==> config.mk <==
export PLATFORM = sky130hd
export DESIGN_NAME = jtkunio_gfxarb_flat
export DESIGN_NICKNAME = d
export VERILOG_FILES = /design/src/rtl/jtkunio_gfxarb_if.sv /design/src/rtl/jtkunio_gfxarb.sv /design/src/flat_wrapper.sv
export SDC_FILE = /design/constraint.sdc
export NUM_CORES = 1
export LEC_CHECK = 0
export ABC_CLOCK_PERIOD_IN_PS = 8400
export CAP_MARGIN = 10
export CORE_ASPECT_RATIO = 0.6
export CORE_UTILIZATION = 53
export DETAILED_ROUTE_END_ITERATION = 12
export DONT_BUFFER_PORTS = 1
export PLACE_DENSITY = 0.68
export SLEW_MARGIN = 20
export SYNTH_ARGS = -nofsm -noshare
export SYNTH_HDL_FRONTEND = slang
export SYNTH_SLANG_ARGS = --single-unit
==> constraint.sdc <==
create_clock -name clk -period 8.4 [get_ports clk]
set_input_delay 0.42 -clock clk [delete_from_list [all_inputs] [get_ports clk]]
set_output_delay 0.42 -clock clk [all_outputs]
set_load 0.01 [all_outputs]
==> src/rtl/jtkunio_gfxarb_if.sv <==
// Bus bundle for the Kunio graphics ROM arbiter: three tile fetchers on one
// side, the shared SDRAM ROM read port on the other.
interface jtkunio_gfxarb_if #(
    parameter int AW = 20
);
    logic        char_cs;
    logic [13:0] char_addr;
    logic        char_ok;
    logic [31:0] char_data;

    logic        scr_cs;
    logic [16:0] scr_addr;
    logic        scr_ok;
    logic [31:0] scr_data;

    logic        obj_cs;
    logic [17:0] obj_addr;
    logic        obj_ok;
    logic [31:0] obj_data;

    logic          rom_cs;
    logic [AW-1:0] rom_addr;
    logic          rom_ok;
    logic [31:0]   rom_data;

    // Arbiter side
    modport slave (
        input  char_cs, char_addr, scr_cs, scr_addr, obj_cs, obj_addr,
        input  rom_ok, rom_data,
        output char_ok, char_data, scr_ok, scr_data, obj_ok, obj_data,
        output rom_cs, rom_addr
    );

    // Fetchers plus SDRAM side
    modport master (
        output char_cs, char_addr, scr_cs, scr_addr, obj_cs, obj_addr,
        output rom_ok, rom_data,
        input  char_ok, char_data, scr_ok, scr_data, obj_ok, obj_data,
        input  rom_cs, rom_addr
    );
endinterface

==> src/rtl/jtkunio_gfxarb.sv <==
// Kunio graphics ROM arbiter. Each fetcher owns a one-word hit buffer; misses
// go to the shared ROM port under fixed priority char > scr > obj, with obj
// forced through after OBJ_MAX lost grants.
//
// state | meaning
// IDLE  | rom_cs low, pick a winner among pending misses
// BUSY  | rom_cs high, rom_addr held, wait for rom_ok (ignored on 1st cycle)
module jtkunio_gfxarb #(
    parameter int            AW          = 20,
    parameter logic [AW-1:0] CHAR_OFFSET = 20'h00000,
    parameter logic [AW-1:0] SCR_OFFSET  = 20'h04000,
    parameter logic [AW-1:0] OBJ_OFFSET  = 20'h24000,
    parameter int            OBJ_MAX     = 4
) (
    input  logic             clk,
    input  logic             rst,
    jtkunio_gfxarb_if.slave  bus
);

    typedef enum logic { ST_IDLE, ST_BUSY } state_t;
    typedef enum logic [1:0] { OWN_CHAR, OWN_SCR, OWN_OBJ } owner_t;

    localparam logic [2:0] SKIP_MAX = 3'(OBJ_MAX);

    state_t        state_q,   state_d;
    owner_t        owner_q,   owner_d;
    logic          first_q,   first_d;
    logic          rom_cs_q,  rom_cs_d;
    logic [AW-1:0] rom_addr_q, rom_addr_d;
    logic [17:0]   lat_addr_q, lat_addr_d;
    logic [2:0]    obj_skip_q, obj_skip_d;

    logic          char_valid_q, char_valid_d;
    logic [13:0]   char_last_q,  char_last_d;
    logic [31:0]   char_data_q,  char_data_d;
    logic          scr_valid_q,  scr_valid_d;
    logic [16:0]   scr_last_q,   scr_last_d;
    logic [31:0]   scr_data_q,   scr_data_d;
    logic          obj_valid_q,  obj_valid_d;
    logic [17:0]   obj_last_q,   obj_last_d;
    logic [31:0]   obj_data_q,   obj_data_d;

    logic char_hit, scr_hit, obj_hit;
    logic char_pend, scr_pend, obj_pend;

    logic          grant;
    owner_t        win;
    logic [17:0]   win_addr;
    logic [AW-1:0] win_rom;

    // Hit detection is purely combinational so a repeated address answers at once
    always_comb begin
        char_hit  = bus.char_cs & char_valid_q & (bus.char_addr == char_last_q);
        scr_hit   = bus.scr_cs  & scr_valid_q  & (bus.scr_addr  == scr_last_q);
        obj_hit   = bus.obj_cs  & obj_valid_q  & (bus.obj_addr  == obj_last_q);
        char_pend = bus.char_cs & ~char_hit;
        scr_pend  = bus.scr_cs  & ~scr_hit;
        obj_pend  = bus.obj_cs  & ~obj_hit;
    end

    assign bus.char_ok   = char_hit;
    assign bus.scr_ok    = scr_hit;
    assign bus.obj_ok    = obj_hit;
    assign bus.char_data = char_data_q;
    assign bus.scr_data  = scr_data_q;
    assign bus.obj_data  = obj_data_q;
    assign bus.rom_cs    = rom_cs_q;
    assign bus.rom_addr  = rom_addr_q;

    // Winner selection: starved obj first, otherwise char > scr > obj
    always_comb begin
        grant    = 1'b0;
        win      = OWN_CHAR;
        win_addr = '0;
        win_rom  = '0;
        if (obj_pend && (obj_skip_q == SKIP_MAX)) begin
            grant    = 1'b1;
            win      = OWN_OBJ;
            win_addr = bus.obj_addr;
            win_rom  = OBJ_OFFSET + AW'(bus.obj_addr);
        end else if (char_pend) begin
            grant    = 1'b1;
            win      = OWN_CHAR;
            win_addr = 18'(bus.char_addr);
            win_rom  = CHAR_OFFSET + AW'(bus.char_addr);
        end else if (scr_pend) begin
            grant    = 1'b1;
            win      = OWN_SCR;
            win_addr = 18'(bus.scr_addr);
            win_rom  = SCR_OFFSET + AW'(bus.scr_addr);
        end else if (obj_pend) begin
            grant    = 1'b1;
            win      = OWN_OBJ;
            win_addr = bus.obj_addr;
            win_rom  = OBJ_OFFSET + AW'(bus.obj_addr);
        end
    end

    // Next-state for the FSM, the anti-starvation counter and the hit buffers
    always_comb begin
        state_d      = state_q;
        owner_d      = owner_q;
        first_d      = first_q;
        rom_cs_d     = rom_cs_q;
        rom_addr_d   = rom_addr_q;
        lat_addr_d   = lat_addr_q;
        obj_skip_d   = obj_skip_q;
        char_valid_d = char_valid_q;
        char_last_d  = char_last_q;
        char_data_d  = char_data_q;
        scr_valid_d  = scr_valid_q;
        scr_last_d   = scr_last_q;
        scr_data_d   = scr_data_q;
        obj_valid_d  = obj_valid_q;
        obj_last_d   = obj_last_q;
        obj_data_d   = obj_data_q;

        case (state_q)
            ST_IDLE: begin
                if (grant) begin
                    state_d    = ST_BUSY;
                    owner_d    = win;
                    first_d    = 1'b1;
                    rom_cs_d   = 1'b1;
                    rom_addr_d = win_rom;
                    lat_addr_d = win_addr;
                    if (win == OWN_OBJ) begin
                        obj_skip_d = '0;
                    end else if (obj_pend && (obj_skip_q != SKIP_MAX)) begin
                        obj_skip_d = obj_skip_q + 3'd1;
                    end
                end
            end
            ST_BUSY: begin
                first_d = 1'b0;
                // The first BUSY cycle may still see the previous access's ok
                if (!first_q && bus.rom_ok) begin
                    state_d  = ST_IDLE;
                    rom_cs_d = 1'b0;
                    case (owner_q)
                        OWN_CHAR: begin
                            char_valid_d = 1'b1;
                            char_last_d  = lat_addr_q[13:0];
                            char_data_d  = bus.rom_data;
                        end
                        OWN_SCR: begin
                            scr_valid_d = 1'b1;
                            scr_last_d  = lat_addr_q[16:0];
                            scr_data_d  = bus.rom_data;
                        end
                        default: begin
                            obj_valid_d = 1'b1;
                            obj_last_d  = lat_addr_q;
                            obj_data_d  = bus.rom_data;
                        end
                    endcase
                end
            end
            default: begin
                state_d  = ST_IDLE;
                rom_cs_d = 1'b0;
            end
        endcase
    end

    // All state; async reset aborts any access and empties every buffer
    always_ff @(posedge clk or posedge rst) begin
        if (rst) begin
            state_q      <= ST_IDLE;
            owner_q      <= OWN_CHAR;
            first_q      <= 1'b0;
            rom_cs_q     <= 1'b0;
            rom_addr_q   <= '0;
            lat_addr_q   <= '0;
            obj_skip_q   <= '0;
            char_valid_q <= 1'b0;
            char_last_q  <= '0;
            char_data_q  <= '0;
            scr_valid_q  <= 1'b0;
            scr_last_q   <= '0;
            scr_data_q   <= '0;
            obj_valid_q  <= 1'b0;
            obj_last_q   <= '0;
            obj_data_q   <= '0;
        end else begin
            state_q      <= state_d;
            owner_q      <= owner_d;
            first_q      <= first_d;
            rom_cs_q     <= rom_cs_d;
            rom_addr_q   <= rom_addr_d;
            lat_addr_q   <= lat_addr_d;
            obj_skip_q   <= obj_skip_d;
            char_valid_q <= char_valid_d;
            char_last_q  <= char_last_d;
            char_data_q  <= char_data_d;
            scr_valid_q  <= scr_valid_d;
            scr_last_q   <= scr_last_d;
            scr_data_q   <= scr_data_d;
            obj_valid_q  <= obj_valid_d;
            obj_last_q   <= obj_last_d;
            obj_data_q   <= obj_data_d;
        end
    end

endmodule

==> src/flat_wrapper.sv <==
// flat-port wrapper written by rule: the top's interface ports become plain ports
module jtkunio_gfxarb_flat 
#(
    parameter int            AW          = 20,
    parameter logic [AW-1:0] CHAR_OFFSET = 20'h00000,
    parameter logic [AW-1:0] SCR_OFFSET  = 20'h04000,
    parameter logic [AW-1:0] OBJ_OFFSET  = 20'h24000,
    parameter int            OBJ_MAX     = 4
)
  (clk, rst, bus_char_cs, bus_char_addr, bus_scr_cs, bus_scr_addr, bus_obj_cs, bus_obj_addr, bus_rom_ok, bus_rom_data, bus_char_ok, bus_char_data, bus_scr_ok, bus_scr_data, bus_obj_ok, bus_obj_data, bus_rom_cs, bus_rom_addr);
  jtkunio_gfxarb_if #(.AW(AW)) bus_i ();
  input  logic clk;
  input  logic rst;
  input wire logic [$bits(bus_i.char_cs)-1:0] bus_char_cs;
  input wire logic [$bits(bus_i.char_addr)-1:0] bus_char_addr;
  input wire logic [$bits(bus_i.scr_cs)-1:0] bus_scr_cs;
  input wire logic [$bits(bus_i.scr_addr)-1:0] bus_scr_addr;
  input wire logic [$bits(bus_i.obj_cs)-1:0] bus_obj_cs;
  input wire logic [$bits(bus_i.obj_addr)-1:0] bus_obj_addr;
  input wire logic [$bits(bus_i.rom_ok)-1:0] bus_rom_ok;
  input wire logic [$bits(bus_i.rom_data)-1:0] bus_rom_data;
  output wire logic [$bits(bus_i.char_ok)-1:0] bus_char_ok;
  output wire logic [$bits(bus_i.char_data)-1:0] bus_char_data;
  output wire logic [$bits(bus_i.scr_ok)-1:0] bus_scr_ok;
  output wire logic [$bits(bus_i.scr_data)-1:0] bus_scr_data;
  output wire logic [$bits(bus_i.obj_ok)-1:0] bus_obj_ok;
  output wire logic [$bits(bus_i.obj_data)-1:0] bus_obj_data;
  output wire logic [$bits(bus_i.rom_cs)-1:0] bus_rom_cs;
  output wire logic [$bits(bus_i.rom_addr)-1:0] bus_rom_addr;
  assign bus_i.char_cs = bus_char_cs;
  assign bus_i.char_addr = bus_char_addr;
  assign bus_i.scr_cs = bus_scr_cs;
  assign bus_i.scr_addr = bus_scr_addr;
  assign bus_i.obj_cs = bus_obj_cs;
  assign bus_i.obj_addr = bus_obj_addr;
  assign bus_i.rom_ok = bus_rom_ok;
  assign bus_i.rom_data = bus_rom_data;
  assign bus_char_ok = bus_i.char_ok;
  assign bus_char_data = bus_i.char_data;
  assign bus_scr_ok = bus_i.scr_ok;
  assign bus_scr_data = bus_i.scr_data;
  assign bus_obj_ok = bus_i.obj_ok;
  assign bus_obj_data = bus_i.obj_data;
  assign bus_rom_cs = bus_i.rom_cs;
  assign bus_rom_addr = bus_i.rom_addr;
  jtkunio_gfxarb #(.AW(AW), .CHAR_OFFSET(CHAR_OFFSET), .SCR_OFFSET(SCR_OFFSET), .OBJ_OFFSET(OBJ_OFFSET), .OBJ_MAX(OBJ_MAX)) u_core (.clk(clk), .rst(rst), .bus(bus_i));
endmodule
**Word level (Yosys, flattened, before mapping)**

Cells that the tools add are included.

- Input bits: 87
- Bits in registers: 194
- Word-level logic and storage cells: 80

- Bitwise operators: 14
- Reduce and logical (&&, ||, !) cells: 13
- Muxes and demuxes: 25
- Add/sub/neg operators: 3
- Equality and inequality tests: 9

Operator list:

| cell | number |
|---|---|
| 2-to-1 mux 20 bit | 4 |
| 2-to-1 mux 18 bit | 4 |
| adder 18 x 18 -> 19 bit, first input constant | 1 |
| adder 15 x 17 -> 18 bit, first input constant | 1 |
| == test 18 bit | 1 |
| == test 17 bit | 1 |
| == test 14 bit | 1 |
| AND reduction 3 bit | 4 |
| AND 1 bit | 9 |
| 2-to-1 mux 1 bit | 8 |
| 2-to-1 mux 2 bit | 4 |
| 2-to-1 mux 3 bit | 2 |
| case mux 1 bit (2 select lines) | 3 |
| inverter 1 bit | 5 |
| AND reduction 2 bit | 2 |
| adder 3 x 1 -> 3 bit, second input constant | 1 |
| == test 3 bit, second input constant | 1 |
| logical AND 1 bit | 3 |
| != test 3 bit, second input constant | 1 |
| == test 2 x 1 -> 1 bit, second input constant | 1 |
| == test 2 bit, second input constant | 1 |
| zero test 2 bit | 1 |
| != test 2 x 1 -> 1 bit, second input constant | 1 |
| != test 2 bit, second input constant | 1 |
| 3 further kinds | 3 |

**Logic depth before layout (Yosys ltp)**

- Word-level depth: 11
- Mapped depth: 9
- Gate-level depth less buffers: 7

**Worst setup path after synthesis**

OpenSTA, ideal clock, no wires.

- Kind: in2reg
- Start point: in bus_scr_addr[6]
- End point: reg u_core.rom_addr_q[14] (netlist: u_core.bus.rom_addr[14])
- Buffers on the path: 1
- Arrival: 2.011 ns
- Path slack: 6.262 ns
- Cell stages on the path: 8
- Setup time: 0.127 ns
- Cell sequence: xor2_1 -> nor4_1 -> nand3_1 -> o41a_1 -> and3_4 -> buf_6 -> a22oi_1 -> a21oi_1

- Word-level cells in the longest chain between the ends: 8

Ends and longest elaborated chain:

| what | line | RTL |
|---|---|---|
| from (decl) | flat_wrapper.sv:17 | `input wire logic [$bits(bus_i.scr_addr)-1:0] bus_scr_addr;` |
| branches (longest 8 deep; another with adder 15 x 17 -> 18 bit) | n/a |  |
| to (signal assigned) | jtkunio_gfxarb.sv:190 | `rom_addr_q <= rom_addr_d;` |
| to (decl) | jtkunio_gfxarb.sv:29 | `logic [AW-1:0] rom_addr_q, rom_addr_d;` |

Several ways; the timed one is not identified.
A chain may end at the register's enable or synchronous reset.

**Worst setup path after layout**

- Start point: reg u_core.obj_last_q[0]
- End point: reg u_core.lat_addr_q[15]

- Word-level cells in the longest chain between the ends: 9

Ends and longest elaborated chain:

| what | line | RTL |
|---|---|---|
| from (decl) | jtkunio_gfxarb.sv:40 | `logic [17:0] obj_last_q, obj_last_d;` |
| from (signal assigned) | jtkunio_gfxarb.sv:200 | `obj_last_q <= obj_last_d;` |
| == test 18 bit (*) | jtkunio_gfxarb.sv:55 | `obj_hit = bus.obj_cs & obj_valid_q & (bus.obj_addr == obj_last_q);` |
| AND 1 bit (*) | jtkunio_gfxarb.sv:55 |  |
| inverter 1 bit (*) | jtkunio_gfxarb.sv:58 | `obj_pend = bus.obj_cs & ~obj_hit;` |
| AND 1 bit (*) | jtkunio_gfxarb.sv:58 |  |
| 2-to-1 mux 1 bit | jtkunio_gfxarb.sv:91 | `end else if (obj_pend) begin` |
| 2-to-1 mux 1 bit | jtkunio_gfxarb.sv:86 | `end else if (scr_pend) begin` |
| 2-to-1 mux 1 bit | jtkunio_gfxarb.sv:81 | `end else if (char_pend) begin` |
| 2-to-1 mux 1 bit | jtkunio_gfxarb.sv:76 | `if (obj_pend && (obj_skip_q == SKIP_MAX)) begin` |
| AND reduction 2 bit (no source line) | n/a |  |
| to (signal assigned) | jtkunio_gfxarb.sv:191 | `lat_addr_q <= lat_addr_d;` |
| to (decl) | jtkunio_gfxarb.sv:30 | `logic [17:0] lat_addr_q, lat_addr_d;` |

Mark *: on every way between the ends. The rest lies on a longest branch, timed or not.

==> summary.txt <==
Critical path
  – CP delay by family, top: simple AND/OR/NAND/NOR gates
  – Worst path max stage delay: 0.76 ns
  – CP max FO: 20
  – Worst Path Buf+Inv: 0
  – Crit path cell chain: xor2_1, nor4_1, nand4_1, o2111ai_2, and3_4, a22oi_1, a21oi_1
  – Critical path class: reg -> reg
  – R2R Setup Slk: ~5.1 ns
  – Crit end category: flip-flop
  – WP data arrival: around 3.7 ns
  – CP required: between 8 and 9 ns
  – Critical Path Start Type: flip-flop
  – CP max stage cell: o2111ai_2

Cells and area
  – Post-Layout Inst Area: 8470 um2
  – Layout cells sized above 1: between 30% and 40%
  – N_diodes: 0
  – Fin nets: about 660
  – Area growth syn-to-layout: 8.13%

Detailed routing
  – Final ANT Viol Nets: 0
  – Drt via density: about 6
  – Final wirelength: roughly 18000 um
  – Residual DRC: 0
  – First DRT Iteration DRCs: 308
  – DR WL/cell: between 20 and 25 um
  – 1st-pass router iterations: 4
  – Vias: between 4000 and 5000

Global routing
  – Initial antenna violation count: 0
  – Tot GR Track Use: 24.6%
  – Remaining Overflow, GRT: 0
  – Met3 Usage GRT: under 10%
  – Grt peak-use layer: met2
  – Met1 global-route usage: between 30% and 40%
  – Pin count of the biggest net entering global routing: slightly below 100
  – Global-route wire length before repair: between 20000 and 30000 um
  – Vias in the first global route: 4942
  – GR Layer Usage met2: about 36%

Timing
  – Max-slew violations: 0
  – Fin crit share: around two fifths
  – Max Freq: about 0.3 GHz
  – Worst-margin pin slew: between 0.8 and 0.9 ns
  – Clock Skews: 0.0107 ns
  – Hold Fails Final Rpt: 0
  – Final Setup Violations: 0
  – TNS Setup: 0 ns
  – Final Critical Period: 3.32 ns
  – Unrepaired setup endpoints after global routing: no
  – Slew margin rel.: approximately 44%
  – Final setup margin: 5.08 ns

CTS
  – CTS H-tree depth: 4
  – # Post-CTS Setup Buffers: 0
  – Clk buf depth: 2
  – Post-cts resize count: 0
  – Clock sinks: ~180
  – CTS tree: built
  – Cts-stage hold buffer count: 0
  – Clk Latency, worst-skew pair: slightly above 0.4 ns
  – Inserted Clock Buffers: 17
  – Root Buffer: clkbuf_16
  – Worst-path clk slew: roughly 0.070 ns

Floorplan
  – Die footprint: 15300 um2
  – Core footprint: around 14000 um2
  – Starting density of the core: 55.8%
  – IO Count: ~210
  – Num rows: 33
  – Die W: ~160 um
  – DIE HEIGHT: 96.2 um

Synthesis
  – Average cell area after synthesis: ~13 um2
  – Synth cell types: 48
  – Seq/Total Area, Yosys: roughly 57%
  – Yosys warnings: 0
  – Post-Synthesis Cells: approximately 600
  – Area of the mapped netlist: 7840 um2
  – Net count after synthesis: a little under 700
  – Yosys reg bits: between 150 and 200

Status
  – Status: finished clean

Pwr
  – Leak pwr: 3.71 nW
  – PwrDens: about 370 nW/um2
  – VDD IR max: roughly 160 uV

Placement
  – Placement Setup Slack: about 5.2 ns
  – IO Port Bufs: 0
  – Placement Cell Area: 7890 um2
  – RePlAce Congestion: a little over 0.8
  – Placed wire-length estimate: ~13000 um

Job
  – Max_cap viols: 0

Hold path
  – Hold Crit Class: in -> async
layout make-up:
type	instances	area, um2
fillers	1132	5560
flip-flops and latches	179	4480
multi-input cells	348	3060
clock buffers	18	439
well taps	192	240
clock inverters	13	139
repair buffers	7	63.8
inverters	13	53.8
path summary, 6_finish.rpt:
kind,from,end,cells after the start
setup / recovery,u_core.obj_last_q[0],u_core.lat_addr_q[15],7
hold / removal,rst,u_core.bus.char_data[8],1
setup reg to reg,u_core.obj_last_q[0],u_core.lat_addr_q[15],7
hold reg to reg,u_core.char_valid_q,u_core.char_valid_q,1
max in group asynchronous,rst,u_core.lat_addr_q[14],2
min in group clk,bus_rom_data[10],u_core.bus.scr_data[10],1
placed cells by master, fill, tap and decap left out, types with 2 or more instances in the layout:
| cell type | instances |
|---|---|
| a31oi_1 | 2 |
| and3_2 | 2 |
| inv_8 | 3 |
| inv_1 | 12 |
| a21oi_1 | 14 |
| xnor2_1 | 9 |
| xor2_1 | 43 |
| o21ai_1 | 3 |
| nand2b_1 | 2 |
| nand3_1 | 4 |
| mux2_2 | 145 |
| clkinvlp_4 | 3 |
| nand2_1 | 16 |
| inv_6 | 6 |
| o21ai_0 | 12 |
| nand4_1 | 5 |
| nor4_1 | 10 |
| and3_1 | 2 |
| clkbuf_16 | 17 |
| dfrtp_1 | 179 |
| a22oi_1 | 5 |
| buf_4 | 5 |
| a32oi_1 | 22 |
| nor2_1 | 24 |
| ha_1 | 4 |
through the flow:
step | total power, mW | utilization (%) | std cells | hold slack, ns
detailed placement | 2.39 | 56.2 | 739 | 0.457
global route | 3.32 | 60.4 | 770 | 0.0965
floorplan | 2.19 | - | 584 | 0.435
finish | 3.15 | 60.4 | 770 | 0.0247
CTS | 3.17 | 60.3 | 770 | 0.0667
global placement | 2.34 | 56.1 | 738 | 0.452
logic make-up (layout without fill, tap and decap cells):
group / after synthesis / in the layout / synth area share, %
flops: 179 / 179 / 57.2
mux: 145 / 145 / 20.8
simple gates: 74 / 74 / 4.71
compound gates: 72 / 72 / 6.82
buf+inv: 57 / 51 / 3.99
xor+xnor: 52 / 52 / 5.81
fa+ha+maj: 4 / 4 / 0.639
other cells: 1 / 1 / 0.0478
report_power, final:
| part | switching [mW] | leakage [nW] | internal, mW |
|---|---|---|---|
| Clock | 0.350 | 0.276 | 0.427 |
| Combinational | 0.287 | 1.26 | 0.387 |
| Sequential | 0.446 | 2.17 | 1.25 |
| Total | 1.08 | 3.71 | 2.07 |
cell usage after synthesis, drive strengths merged:
cell / number / share of area (%)
o21ai: 17 / 1.3
o2111ai: 1 / 0.19
nand2b: 2 / 0.16
or2: 1 / 0.080
o41a: 1 / 0.14
a21oi: 15 / 1.0
o31ai: 1 / 0.096
a32o: 1 / 0.13
xor2: 43 / 4.8
clkbuf: 13 / 0.67
buf: 31 / 2.7
nand4: 5 / 0.40
nor2: 24 / 1.1
a32oi: 23 / 2.7
xnor2: 9 / 1.0
and2: 1 / 0.080
and3: 5 / 0.49
dfrtp: 179 / 57
nor3: 2 / 0.13
nor3b: 1 / 0.096
conb: 1 / 0.048
nand3: 4 / 0.26
nand3b: 1 / 0.096
ha: 4 / 0.64
a31o: 1 / 0.11
mux2: 145 / 21
a22o: 1 / 0.11
o41ai: 1 / 0.11
o22ai: 1 / 0.080
nand2: 17 / 0.81
nor4: 11 / 0.96
a22oi: 6 / 0.64
inv: 13 / 0.62
a31oi: 2 / 0.16
o21a: 1 / 0.096
metal layers:
layer	share of wire (%)	wire [um]
met5	0	0
met4	0.47	85
met3	12	2140
met2	45	8060
met1	43	7810
sequential cells by signal (all words and copies together) (netlist names):
| signal | cells |
|---|---|
| u_core.obj_last_q | 18 |
| u_core.char_last_q | 14 |
| u_core.scr_valid_q | 1 |
| u_core.state_q | 1 |
| u_core.lat_addr_q | 18 |
| u_core.obj_skip_q | 3 |
| u_core.char_valid_q | 1 |
| u_core.owner_q | 2 |
| u_core.first_q | 1 |
| u_core.bus.char_data | 32 |
| u_core.scr_last_q | 17 |
| u_core.bus.rom_cs | 1 |
| u_core.bus.scr_data | 32 |
| u_core.obj_valid_q | 1 |
| u_core.bus.rom_addr | 5 |
| u_core.bus.obj_data | 32 |
Note: power is estimated with default switching activity, not from simulation.
